### src/rtl/tdm_demux4_if.sv
// -----------------------------------------------------------------------------
// tdm_demux4_if
// Bundles the serial TDM input stream and the parallel valid/ready frame output
// of tdm_demux4.
//   in_bit      serial data bit
//   in_valid    in_bit is valid this cycle (no backpressure on the input)
//   frame_sync  first bit of a frame (lane 0 MSB), qualified by in_valid
//   out_data    assembled frame {lane3, lane2, lane1, lane0}
//   out_valid   out_data holds an undelivered frame
//   out_ready   downstream accepts out_data when out_valid && out_ready
// Modports: slave = demultiplexer view, master = link front end / consumer view.
// -----------------------------------------------------------------------------
interface tdm_demux4_if #(
    parameter int unsigned WORD_W = 8
);
    logic                  in_bit;
    logic                  in_valid;
    logic                  frame_sync;
    logic [4*WORD_W-1:0]   out_data;
    logic                  out_valid;
    logic                  out_ready;

    modport slave (
        input  in_bit,
        input  in_valid,
        input  frame_sync,
        input  out_ready,
        output out_data,
        output out_valid
    );

    modport master (
        output in_bit,
        output in_valid,
        output frame_sync,
        output out_ready,
        input  out_data,
        input  out_valid
    );
endinterface

### src/rtl/tdm_demux4.sv
// -----------------------------------------------------------------------------
// tdm_demux4
// Four-lane bit-serial TDM demultiplexer. Successive valid bits belong to lanes
// 0,1,2,3,0,...; each lane word is shifted in MSB first. A completed frame of
// 4*WORD_W bits is presented as one parallel valid/ready word.
// Ports:
//   clk       rising-edge clock
//   rst       synchronous active-high reset
//   bus       tdm_demux4_if.slave: serial input stream + frame output handshake
//   locked    high while in RUN
//   sync_err  one-cycle pulse after a misplaced frame_sync
//   overflow  sticky; a completed frame was dropped (cleared only by rst)
// WORD_W must be at least 2.
// -----------------------------------------------------------------------------
module tdm_demux4 #(
    parameter int unsigned WORD_W = 8
) (
    input  logic              clk,
    input  logic              rst,
    tdm_demux4_if.slave       bus,
    output logic              locked,
    output logic              sync_err,
    output logic              overflow
);

    localparam int unsigned        BIT_W    = $clog2(WORD_W);
    localparam logic [BIT_W-1:0]   LAST_BIT = BIT_W'(WORD_W - 1);
    localparam logic [1:0]         LAST_SLOT = 2'd3;

    typedef enum logic {
        HUNT,
        RUN
    } state_t;

    state_t                state_q,     state_d;
    logic [1:0]            slot_q,      slot_d;
    logic [BIT_W-1:0]      bit_q,       bit_d;
    logic [WORD_W-1:0]     lane_q [4];
    logic [WORD_W-1:0]     lane_d [4];
    logic [4*WORD_W-1:0]   out_data_q,  out_data_d;
    logic                  out_valid_q, out_valid_d;
    logic                  sync_err_q,  sync_err_d;
    logic                  overflow_q,  overflow_d;

    logic                  complete;
    logic                  handshake;
    logic                  at_frame_start;

    // -------------------------------------------------------------------------
    // State register
    // -------------------------------------------------------------------------
    always_ff @(posedge clk) begin
        if (rst) begin
            state_q     <= HUNT;
            slot_q      <= '0;
            bit_q       <= '0;
            lane_q      <= '{default: '0};
            out_data_q  <= '0;
            out_valid_q <= 1'b0;
            sync_err_q  <= 1'b0;
            overflow_q  <= 1'b0;
        end else begin
            state_q     <= state_d;
            slot_q      <= slot_d;
            bit_q       <= bit_d;
            lane_q      <= lane_d;
            out_data_q  <= out_data_d;
            out_valid_q <= out_valid_d;
            sync_err_q  <= sync_err_d;
            overflow_q  <= overflow_d;
        end
    end

    // -------------------------------------------------------------------------
    // Next-state logic
    // -------------------------------------------------------------------------
    always_comb begin
        state_d     = state_q;
        slot_d      = slot_q;
        bit_d       = bit_q;
        lane_d      = lane_q;
        out_data_d  = out_data_q;
        out_valid_d = out_valid_q;
        sync_err_d  = 1'b0;
        overflow_d  = overflow_q;
        complete    = 1'b0;

        handshake      = out_valid_q && bus.out_ready;
        at_frame_start = (slot_q == 2'd0) && (bit_q == '0);

        if (handshake) begin
            out_valid_d = 1'b0;
        end

        // Idle cycles (in_valid=0) leave counters, lanes and state untouched.
        if (bus.in_valid) begin
            unique case (state_q)
                HUNT: begin
                    if (bus.frame_sync) begin
                        state_d   = RUN;
                        lane_d    = '{default: '0};
                        lane_d[0] = {{(WORD_W-1){1'b0}}, bus.in_bit};
                        slot_d    = 2'd1;
                        bit_d     = '0;
                    end
                end

                RUN: begin
                    if (bus.frame_sync && !at_frame_start) begin
                        // Misplaced sync: drop the partial frame and restart
                        // with this bit as lane 0 MSB. This takes precedence
                        // over completion on the final slot.
                        sync_err_d = 1'b1;
                        lane_d     = '{default: '0};
                        lane_d[0]  = {{(WORD_W-1){1'b0}}, bus.in_bit};
                        slot_d     = 2'd1;
                        bit_d      = '0;
                    end else begin
                        lane_d[slot_q] = {lane_q[slot_q][WORD_W-2:0], bus.in_bit};
                        if (slot_q == LAST_SLOT) begin
                            slot_d = 2'd0;
                            if (bit_q == LAST_BIT) begin
                                bit_d    = '0;
                                complete = 1'b1;
                            end else begin
                                bit_d = bit_q + BIT_W'(1);
                            end
                        end else begin
                            slot_d = slot_q + 2'd1;
                        end
                    end
                end

                default: begin
                    state_d = HUNT;
                end
            endcase
        end

        // A completed frame loads the output register when it is empty or
        // being drained this same cycle; otherwise it is lost.
        if (complete) begin
            if (!out_valid_q || bus.out_ready) begin
                out_data_d  = {lane_d[3], lane_d[2], lane_d[1], lane_d[0]};
                out_valid_d = 1'b1;
            end else begin
                overflow_d = 1'b1;
            end
        end
    end

    // -------------------------------------------------------------------------
    // Outputs (all driven straight from registers)
    // -------------------------------------------------------------------------
    assign bus.out_data  = out_data_q;
    assign bus.out_valid = out_valid_q;
    assign locked        = (state_q == RUN);
    assign sync_err      = sync_err_q;
    assign overflow      = overflow_q;

endmodule

### src/flat_wrapper.sv
// flat-port wrapper written by rule: the top's interface ports become plain ports
module tdm_demux4_flat 
#(
    parameter int unsigned WORD_W = 8
)
  (clk, rst, locked, sync_err, overflow, bus_in_bit, bus_in_valid, bus_frame_sync, bus_out_ready, bus_out_data, bus_out_valid);
  tdm_demux4_if #(.WORD_W(WORD_W)) bus_i ();
  input  logic clk;
  input  logic rst;
  output logic locked;
  output logic sync_err;
  output logic overflow;
  input wire logic [$bits(bus_i.in_bit)-1:0] bus_in_bit;
  input wire logic [$bits(bus_i.in_valid)-1:0] bus_in_valid;
  input wire logic [$bits(bus_i.frame_sync)-1:0] bus_frame_sync;
  input wire logic [$bits(bus_i.out_ready)-1:0] bus_out_ready;
  output wire logic [$bits(bus_i.out_data)-1:0] bus_out_data;
  output wire logic [$bits(bus_i.out_valid)-1:0] bus_out_valid;
  assign bus_i.in_bit = bus_in_bit;
  assign bus_i.in_valid = bus_in_valid;
  assign bus_i.frame_sync = bus_frame_sync;
  assign bus_i.out_ready = bus_out_ready;
  assign bus_out_data = bus_i.out_data;
  assign bus_out_valid = bus_i.out_valid;
  tdm_demux4 #(.WORD_W(WORD_W)) u_core (.clk(clk), .rst(rst), .bus(bus_i), .locked(locked), .sync_err(sync_err), .overflow(overflow));
endmodule
### config.mk
export PLATFORM = sky130hd
export DESIGN_NAME = tdm_demux4_flat
export DESIGN_NICKNAME = d
export VERILOG_FILES = /design/src/rtl/tdm_demux4_if.sv /design/src/rtl/tdm_demux4.sv /design/src/flat_wrapper.sv
export SDC_FILE = /design/constraint.sdc
export NUM_CORES = 1
export LEC_CHECK = 0
export ABC_AREA = 1
export CAP_MARGIN = 20
export CORE_MARGIN = 2
export CORE_UTILIZATION = 56
export DETAILED_ROUTE_END_ITERATION = 16
export GPL_TIMING_DRIVEN = 0
export PLACE_DENSITY = 0.88
export SLEW_MARGIN = 0
export SYNTH_ARGS = -nofsm -noshare
export SYNTH_HDL_FRONTEND = slang
export SYNTH_SLANG_ARGS = --single-unit
export TNS_END_PERCENT = 10
### constraint.sdc
create_clock -name clk -period 2.4 [get_ports clk]
set_clock_uncertainty 0.05 [all_clocks]
set_input_delay 0.24 -clock clk [delete_from_list [all_inputs] [get_ports clk]]
set_output_delay 0.24 -clock clk [all_outputs]
set_load 0.005 [all_outputs]
Word-level counts from Yosys, hierarchy flattened
Cells that the tools add are included.

operators by class
  order comparisons = 2
  add/sub/neg operators = 2
  equality and inequality tests = 4
  bitwise logic cells = 4
  muxes and demuxes = 30
  reduce and logical (&&, ||, !) cells = 14

operators with widths
  cell                 count
  $mux 32              3
  $pmux 32 s2          1
  $bwmux 32            1
  $bmux 8 s2           1
  $demux 8 s2          1
  $mux 7               2
  $mux 3               4
  $mux 1               11
  $mux 8               1
  $mux 2               3
  $pmux 3 s2           1
  $reduce_and 2->1     3
  $logic_and 1x1->1    4
  $pmux 2 s2           1
  $add 3x1->3 const B  1
  $eq 3x3->1 const B   1
  $ge 3x3->1 const B   1
  $logic_not 3->1      1
  $lt 3x1->1 const B   1
  $ne 3x3->1 const B   1
  $not 1->1            3
  $not 2->3            1
  $reduce_and 3->1     1
  $reduce_or 3->1      1
  6 further kinds      7

word-level totals
  output and inout bits = 36
  input port bits = 6
  logic and storage cells = 67
  register bits after elaboration = 73

Depth between registers and ports, before layout
  depth in word-level cells = 9
  gate-level depth with buffers = 14
  mapped depth without buffers = 11

Worst setup path before layout
Ideal clock, no wire load.

  path type = register -> register
  from = reg u_core.slot_q[0]
  to = reg u_core.out_data_q[10], in the netlist u_core.bus.out_data[10]
  library setup time = 0.113 ns
  data arrival time = 1.870 ns
  stages on the path, launching flop included = 13
  clock period less this slack = 2.032 ns
  path buffers = 3
  path slack = 0.368 ns
  required time = 2.237 ns
  cell sequence = dfxtp_1 > clkbuf_2 > inv_1 > buf_4 > ha_1 > nand3_2 > nand2_4 > nand2_4 > nor2_4 > nand3_4 > buf_6 > nor2_1 > nor2_1

on the way
  cells in the longest elaborated chain, start to end = 9

ends and longest elaborated chain
  what                                                            RTL line           RTL
  start, declared                                                 tdm_demux4.sv:36   logic [1:0] slot_q, slot_d;
  start signal, assigned                                          tdm_demux4.sv:64   slot_q <= slot_d;
  $not 2->3 (not written as such)                                 tdm_demux4.sv:119  lane_d[slot_q] = {lane_q[slot_q][WORD_W-2:0], bus.in_bit};
  $ge 3x3->1 (not written as such) or $lt 3x1->1 (tied branches)  tdm_demux4.sv:119
  $logic_and 1x1->1 (not written as such)                         tdm_demux4.sv:119
  $mux 8 (not written as such)                                    tdm_demux4.sv:119
  $demux 8 s2                                                     tdm_demux4.sv:119
  $bwmux 32                                                       tdm_demux4.sv:119
  $mux 32                                                         tdm_demux4.sv:109  if (bus.frame_sync && !at_frame_start) begin
  $pmux 32 s2                                                     tdm_demux4.sv:97   unique case (state_q)
  $mux 32                                                         tdm_demux4.sv:96   if (bus.in_valid) begin
  end signal, assigned                                            tdm_demux4.sv:67   out_data_q <= out_data_d;
  end, declared                                                   tdm_demux4.sv:40   logic [4*WORD_W-1:0] out_data_q, out_data_d;

Several ways; a longest one is shown, not always the timed one. The select of a mux whose other input is x is not followed.
A chain may end at the register's enable or synchronous reset.

Worst setup path after layout
  from = reg u_core.slot_q[0]
  to = reg u_core.out_data_q[14], in the netlist u_core.bus.out_data[14]

Same word-level chain as after synthesis.

==> metrics.txt <==
outcome finished clean; fmax approximately 450 MHz; CTS root buffer clkbuf_8; Initial Utilization a little under 60%; CTS Sinks 73; row count 29; Startpoint Class flip-flop; input/output buffers just over 40; most frequent cells in the layout nand2_1, nor2_1, dfxtp_1; Via Count 3690; CTS tree built; Total GRT Usage between 20% and 30%; final hold vios 0; worst slew pin tran 588 ps; CP endpoint kind flip-flop; synth warn 0; IO Pins 42; RSZ-0062 raised after global routing no; crit path DAT roughly 2400 ps; vias per cell between 5 and 6; post-placement cell area 0.00415 mm2; Final period util between 90 and 100%; H-tree depth 3; post-route cell area roughly 0.0044 mm2; post-route minimum period 2230 ps; slew margin rel. 60.8%; initial antenna violation count 0; Lkg Pwr slightly below 2 nW; Antenna Cells 0; commonest non-fill, non-tap cell in the layout nand2_1; CORE AREA approximately 0.0063 mm2; global-route wire length before repair roughly 15000 um; DRC Markers 0; synthesis-to-layout area growth 20.6%; Yosys reg bits 73; share of layout cells above drive strength 1 7.07%; VDD IR max 374 uV; Mean Syn Cell Area between 6 and 7 um2; initial DRC count approximately 400; Setup CP Type reg -> reg; total CTS buffers 9; syn_nets a little under 600; die area approximately 0.0072 mm2; Horiz. Die Dim around 85 um; drt wl/cell around 13 um; clk_lat worst skew roughly 360 ps; antenna viol nets, final 0; First-pass DRT Iterations 5; largest net degree at the start of global routing 14; Cells after Synth about 560; CTS Buffer Depth 2; die height between 80 and 90 um; Crit Path Max Fanout 11; WL final 9250 um; required arrival time at the worst endpoint 2590 ps; pwr/cell area 570 mW/mm2; max-capacitance violation count 0; Clock transition at path regs approximately 80 ps; gr ovfl total 0; GPL Wtd Cong between 0.9 and 1; final setup vio count 0; Worst Hold Class reg -> reg; Core Util, Final 69.6%; Synth cell types 27; cts hold-fix bufs 0; vias in the first global route roughly 3300; Final nets 630; Slew Viols, Final 0; DPL Wire Length just under 7000 um; sequential-to-total area share from yosys stat around 40%; Post-Syn Area 0.00364 mm2
## logic make-up after synthesis
| logic type | count (synthesis) | synth area share [%] |
|---|---|---|
| AO/OA/AOI/OAI | 68 | 11.4 |
| flip-flops | 73 | 40.1 |
| adder cells (fa/ha/maj) | 7 | 2.40 |
| AND/OR/NAND/NOR | 363 | 39.7 |
| buffers and inverters | 53 | 6.36 |
## worst max-delay path, stage by stage (launching register included)
cell	delay, ps
dfxtp_1	330
clkbuf_2	160
inv_2	120
buf_4	200
ha_4	210
nand3_2	110
nand2_4	140
nand2_4	120
nor2_4	150
nand3_4	140
buf_6	190
nor2_1	130
nor2_1	60
## cell usage after synthesis
master	count	area share (%)
a211oi_1	1	0.21
a21oi_1	34	4.7
a31oi_1	1	0.17
buf_2	10	1.4
buf_4	1	0.21
buf_6	2	0.62
clkbuf_1	16	1.6
clkbuf_2	1	0.14
clkinv_1	2	0.21
dfxtp_1	73	40
ha_1	7	2.4
inv_1	20	2.1
inv_2	1	0.10
nand2_1	196	20
nand2_4	2	0.62
nand3_1	19	2.6
nand3_2	1	0.27
nand3_4	1	0.48
nand4_2	1	0.34
nor2_1	138	14
nor2_2	1	0.17
nor2_4	1	0.31
nor3_1	2	0.27
o21a_1	1	0.21
o21ai_0	3	0.41
o21bai_1	28	5.8
or2_2	1	0.17
## final cells by class
class / count / area (um2)
timing repair buffer: 42 / 418
sequential: 73 / 1460
buffer: 30 / 146
fill: 529 / 1920
tap: 77 / 96.3
multi-input combinational: 438 / 1960
inverter: 23 / 90.1
clock buffer: 9 / 124
clock inverter: 7 / 93.8
## sequential cells by signal, summed over array words and instances (netlist names)
register              cells
u_core.bus.out_data      32
u_core.lane_q            32
u_core.bit_q              3
u_core.slot_q             2
u_core.bus.out_valid      1
u_core.locked             1
u_core.overflow           1
u_core.sync_err           1
## what timing repair did
item                       4_1_cts  5_1_grt
gates resized for setup          1        5
gates cloned                     0        0
setup endpoints to repair       15       30
buffers inserted                 0        1
## per-layer routing
metal | share of wire [%] | GRT usage [%]
met1 | 44 | 36.2
met2 | 44 | 42.4
met3 | 8.7 | 3.93
met4 | 3.3 | 13.6
met5 | 0 | 0
## path summary, 6_finish.rpt
check,to,slack [ps],cells past startpoint,start
worst max-delay path,u_core.bus.out_data[14]$_SDFFE_PP0P_,170,12,u_core.slot_q[0]$_SDFFE_PP0P_
worst min-delay path,u_core.overflow$_SDFFE_PP0P_,440,2,u_core.overflow$_SDFFE_PP0P_
worst max register to register,u_core.bus.out_data[14]$_SDFFE_PP0P_,170,12,u_core.slot_q[0]$_SDFFE_PP0P_
worst min register to register,u_core.overflow$_SDFFE_PP0P_,440,2,u_core.overflow$_SDFFE_PP0P_
## power by group
group	switching (W)	internal (W)	total, W
Sequential	0.00000892	0.00122	0.00123
Combinational	0.000137	0.0000615	0.000199
Clock	0.000489	0.000585	0.00107
Total	0.000635	0.00187	0.00250
## per-stage QoR
step	hold WS (ps)	power, W	instances	setup WS (ps)	TNS (ps)
5_1_grt	464	0.00258	699	5.56	0
4_1_cts	439	0.00250	698	42.8	0
3_5_place_dp	416	0.00145	682	-33.1	-86.7
3_3_place_gp	403	0.00144	682	-3.28	-3.28
2_1_floorplan	353	0.00139	564	368	0
6_report	438	0.00250	699	171	0
Power figures use the tool's default switching activity.
